===== config.mk =====
export PLATFORM = sky130hd
export DESIGN_NAME = seed_loader
export DESIGN_NICKNAME = d
export VERILOG_FILES = /design/src/rtl/seed_loader.sv
export SDC_FILE = /design/constraint.sdc
export NUM_CORES = 1
export LEC_CHECK = 0
export CAP_MARGIN = 20
export CELL_PAD_IN_SITES_DETAIL_PLACEMENT = 0
export CELL_PAD_IN_SITES_GLOBAL_PLACEMENT = 1
export CORE_AREA = 3 3 94 96
export CTS_CLUSTER_SIZE = 14
export DETAILED_ROUTE_END_ITERATION = 12
export DIE_AREA = 0 0 97 99
export PLACE_DENSITY_LB_ADDON = 0.1
export SLEW_MARGIN = 30
export SYNTH_ARGS = -nofsm -noshare
export SYNTH_HDL_FRONTEND = slang
export SYNTH_SLANG_ARGS = --single-unit

===== constraint.sdc =====
create_clock -name clk -period 2.5 [get_ports clk]
set_clock_uncertainty 0.1 [all_clocks]
set_input_delay 0.25 -clock clk [delete_from_list [all_inputs] [get_ports clk]]
set_output_delay 0.25 -clock clk [all_outputs]
set_load 0.01 [all_outputs]

===== src/rtl/seed_loader.sv =====
// seed_loader: collects eight 8-bit rows from a writer into a 64-bit seed
// grid and hands it to a game controller through a start/run request.
//
// Optional feature macro: GEN_COUNT_EN
//   When defined, adds the gen_count output, a saturating count of cycles
//   spent in RUN. Without it the port and counter do not exist.
//
// Row handshake: a row transfers on a rising clk edge when row_valid and
// row_ready are both 1. row_ready is 1 exactly while the FSM is in LOAD.
// The writer may hold row_valid high or drop it at any time. row_valid is
// ignored whenever row_ready is 0.
//
// Command priority in a single cycle: load_cmd > halt_cmd > run_cmd.
// All outputs are registered. dbg_state mirrors the FSM state:
// 0=IDLE, 1=LOAD, 2=ARMED, 3=RUN.
module seed_loader (
    input  logic        clk,
    input  logic        reset,
    input  logic [7:0]  row_data,
    input  logic        row_valid,
    output logic        row_ready,
    input  logic        load_cmd,
    input  logic        run_cmd,
    input  logic        halt_cmd,
    output logic [63:0] seed,
    output logic        start,
    output logic        loaded,
    output logic [1:0]  dbg_state
`ifdef GEN_COUNT_EN
    ,
    output logic [15:0] gen_count
`endif
);

    typedef enum logic [1:0] {
        IDLE  = 2'd0,
        LOAD  = 2'd1,
        ARMED = 2'd2,
        RUN   = 2'd3
    } state_t;

    state_t      state;
    state_t      state_next;
    logic [2:0]  idx;
    logic [2:0]  idx_next;
    logic [63:0] seed_next;
    logic        row_ready_next;
    logic        loaded_next;
    logic        start_next;
    logic        accept;

    // A row is taken only while row_ready is high (i.e. in LOAD).
    assign accept    = row_valid && row_ready;
    assign dbg_state = state;

    // State register.
    always_ff @(posedge clk or negedge reset) begin
        if (!reset) begin
            state <= IDLE;
        end else begin
            state <= state_next;
        end
    end

    // Next-state logic. load_cmd wins from every state, including LOAD,
    // where it restarts the load and drops any row offered that cycle.
    always_comb begin
        state_next = state;
        if (load_cmd) begin
            state_next = LOAD;
        end else begin
            case (state)
                IDLE: begin
                    state_next = IDLE;
                end
                LOAD: begin
                    if (accept && (idx == 3'd7)) begin
                        state_next = ARMED;
                    end
                end
                ARMED: begin
                    // halt outranks run, so halt+run stays armed.
                    if (!halt_cmd && run_cmd) begin
                        state_next = RUN;
                    end
                end
                RUN: begin
                    if (halt_cmd) begin
                        state_next = ARMED;
                    end
                end
                default: begin
                    state_next = IDLE;
                end
            endcase
        end
    end

    // Next values for the registered outputs and the row index.
    // seed only changes on LOAD entry or on an accepted row, so it is
    // frozen while start is high.
    always_comb begin
        seed_next      = seed;
        idx_next       = idx;
        loaded_next    = loaded;
        if (load_cmd) begin
            seed_next   = 64'd0;
            idx_next    = 3'd0;
            loaded_next = 1'b0;
        end else if (accept) begin
            seed_next[{idx, 3'b000} +: 8] = row_data;
            if (idx == 3'd7) begin
                // Last row: hold the index instead of wrapping.
                loaded_next = 1'b1;
            end else begin
                idx_next = idx + 3'd1;
            end
        end
        row_ready_next = (state_next == LOAD);
        start_next     = (state_next == RUN);
    end

    // Output and datapath registers.
    always_ff @(posedge clk or negedge reset) begin
        if (!reset) begin
            seed      <= 64'd0;
            idx       <= 3'd0;
            loaded    <= 1'b0;
            row_ready <= 1'b0;
            start     <= 1'b0;
        end else begin
            seed      <= seed_next;
            idx       <= idx_next;
            loaded    <= loaded_next;
            row_ready <= row_ready_next;
            start     <= start_next;
        end
    end

`ifdef GEN_COUNT_EN
    logic [15:0] gen_count_next;

    // Run-cycle counter: clears on LOAD entry, counts each RUN cycle,
    // saturates at all-ones, holds otherwise.
    always_comb begin
        gen_count_next = gen_count;
        if (load_cmd) begin
            gen_count_next = 16'd0;
        end else if ((state == RUN) && (gen_count != 16'hFFFF)) begin
            gen_count_next = gen_count + 16'd1;
        end
    end

    // Counter register.
    always_ff @(posedge clk or negedge reset) begin
        if (!reset) begin
            gen_count <= 16'd0;
        end else begin
            gen_count <= gen_count_next;
        end
    end
`endif

endmodule


==> results.py <==
metrics = {
    "synth": {
        "netlist_top_cells_count": "dfrtp_1, a22o_1, nand2b_1",
        "avgSynthCellArea_um2": 13.4,
        "ys_seq_area_share_pct": 59.8,
        "synth_top_family_by_area": "compound AO/OA/AOI/OAI gates",
        "synth_xor_area_share_pct": 0.291,
        "ys_warn_count": 0,
        "synth_seq_cells": 72,
        "synthArstFlopShare_pct": 100,
        "synth.largest_area_cell": "dfrtp_1",
        "synth_edf_count": 0,
        "synthFlopType": "dfrtp_1",
        "synthMuxAreaShare_pct": 5.98,
        "ys_types": 31,
        "yosys.area_share.simple_pct": 13.2,
        "syn_area_um2": 3010,
        "synth.most_common_cell": "dfrtp_1",
        "synth.area.top_cells": "dfrtp_1, a22o_1, mux2i_1, nand2b_1, ha_1",
        "synth_compound_area_share_pct": 16.5,
        "synth_nets": 245,
        "synth_fa_ha_area_share_pct": 2.91,
        "synth_cells": 224,
        "synth_top_area_share_pct": 59.8,
    },
    "global_routing": {
        "grt_start_max_net_pins": 73,
        "overflow": 0,
        "grt_usage_pct": 16.2,
        "grt_pass1_wl_mm": 12.1,
        "antenna_found_initial": 0,
        "grt_pass1_vias": 2255,
    },
    "power_and_ir_drop": {
        "p_total_mw": 2.35,
        "total_leakage_power_nw": 1.90,
        "pwr_density_cell_nw_per_um2": 557,
        "ir_drop_mv": 0.269,
    },
    "cts": {
        "cts_buffers": 9,
        "cts.sinks": 72,
        "cts_buffer_depth": 2,
        "post_cts_buffers": 0,
        "cts-resized-gates": 0,
        "clk_pin_slew_ns": 0.08,
        "clk-insertion-delay-late_ns": 0.34,
        "cts_root_buf": "clkbuf_8",
        "cts_tree": "yes",
        "htreeDepth": 3,
    },
    "critical_path": {
        "startpoint_type": "flip-flop",
        "critical_path_class": "reg2reg",
        "crit_required_ns": 2.61,
        "critPathMaxFanout": 8,
        "end_kind": "flip-flop",
        "regToRegSetupSlack_ns": 0.13,
        "critPathArrivalTime_ns": 2.48,
    },
    "sta": {
        "fin_tns_setup_ns": 0,
        "setup_violations": 0,
        "hold_viol": 0,
        "timing.final.crit_period_ns": 2.37,
        "rsz0062_at_grt": "false",
        "relSlewSlack_pct": 46.9,
        "fmax_ghz": 0.422,
        "drv_slew": 0,
        "worst_pin_slew_ns": 0.792,
        "finalCritPeriodShare_pct": 94.9,
    },
    "finish": {
        "synthToLayoutAreaGrowth_pct": 39.9,
        "drive_gt1_share_pct": 9.82,
        "instances_no_fill": 431,
        "antenna_cells": 0,
        "final_net_count": 342,
    },
    "job": {
        "drv_cap": 0,
    },
    "floorplan": {
        "die-area_um2": 9600,
        "die_height_um": 99,
        "core-area_um2": 8130,
        "row_count": 33,
        "die_x_um": 97,
        "initial_core_util_pct": 37.0,
        "io_pins": 83,
    },
    "place": {
        "place.gp.congestion": 0.863,
        "place_inst": 414,
        "port-buffer-count": 82,
        "dp_hpwl_mm": 5.02,
    },
    "drt": {
        "viasPerCell": 5.13,
        "drt_iter0_drc": 114,
        "ant_nets": 0,
        "drt_wl_total_mm": 7.42,
        "vias": 2211,
        "drc": 0,
        "wl_per_cell_um": 17.2,
        "dr.pass1.iters": 4,
    },
    "min_path": {
        "holdCritPathClass": "in2async",
    },
    "status": {
        "status": "completed",
    },
}
==> metrics by stage <==
step / worst slack (ns) / util (%) / cell area (µm²) / hold slack, ns
finish: 0.129 / 51.8 / 4210 / 0.351
global route: 0.0116 / 51.8 / 4210 / 0.420
CTS: 0.131 / 51.7 / 4210 / 0.384
detailed placement: 0.141 / 49.2 / 4000 / 0.339
global placement: 0.209 / 49.2 / 4000 / 0.339
floorplan: 0.228 / - / 3010 / -0.146
==> report_power, final <==
part           internal, mW  leakage [nW]  total [mW]  switching, mW
logic                 0.100         0.819       0.250          0.149
clock network         0.466        0.0933       0.909          0.443
registers              1.18         0.993        1.19        0.00997
total                  1.74          1.90        2.35          0.602
==> metal layers <==
layer | global-route usage (%) | vias up | part of all wire (%)
met5 | 0 | - | 0
met4 | 5.51 | 0 | 0.42
li1 | - | 1034 | -
met2 | 24.8 | 66 | 47
met1 | 22.3 | 1109 | 48
met3 | 4.32 | 2 | 4.6
==> state kept, by name, summed over array words and instances, names as in the netlist <==
register and cells:
seed 64, idx 3, dbg_state 2, loaded 1, row_ready 1, start 1
==> timing repair <==
| item | 4_1_cts | 5_1_grt |
|---|---|---|
| hold buffers | 1 | 0 |
| endpoints found under the setup margin | 0 | 8 |
| hold endpoints to repair | 72 | 0 |
==> cell families (layout without fill, tap and decap cells) <==
logic type | Yosys count | count (layout)
muxes | 18 | 18
xor gates and xnor gates | 1 | 1
adders and majority gates | 7 | 7
AOI/OAI and AO/OA | 59 | 59
buffers and inverters | 10 | 112
and+or+nand+nor | 57 | 57
DFF | 72 | 72
==> layout make-up <==
| type | instances | area [µm²] |
|---|---|---|
| sequential | 72 | 1800 |
| timing repair buffer | 92 | 900 |
| inverter | 4 | 15.0 |
| multi-input combinational | 142 | 1170 |
| fill | 711 | 3920 |
| tap | 105 | 131 |
| clock buffer | 10 | 128 |
| clock inverter | 6 | 67.6 |
==> cell usage in the layout (no fill, tap or decap), types with 2 or more instances in the layout <==
cell / n
ha_1: 7
nor3_1: 3
nor4_2: 2
nor2_1: 9
mux2i_1: 18
a31oi_1: 6
clkbuf_8: 9
nor4_4: 2
inv_1: 4
a22o_1: 48
clkdlybuf4s50_1: 81
clkinvlp_4: 2
nand2_1: 3
nand2b_1: 27
dfrtp_1: 72
inv_6: 2
buf_4: 9
==> worst paths after layout <==
| path | startpoint | endpoint | cells past startpoint |
|---|---|---|---|
| max in group asynchronous | reset | seed[33] | 2 |
| setup / recovery | idx[1] | seed[34] | 6 |
| min in group clk | run_cmd | start | 3 |
| setup reg to reg | idx[1] | seed[34] | 6 |
| hold reg to reg | loaded | loaded | 2 |
| hold / removal | reset | seed[5] | 2 |
==> worst max-delay path, stage by stage, from the launching register on <==
cell     delay [ns]
dfrtp_1        0.45
inv_1          0.10
ha_1           0.21
ha_1           0.31
inv_1          0.09
or4b_1         0.79
mux2i_1        0.20
(Power assumes the default switching activity.)
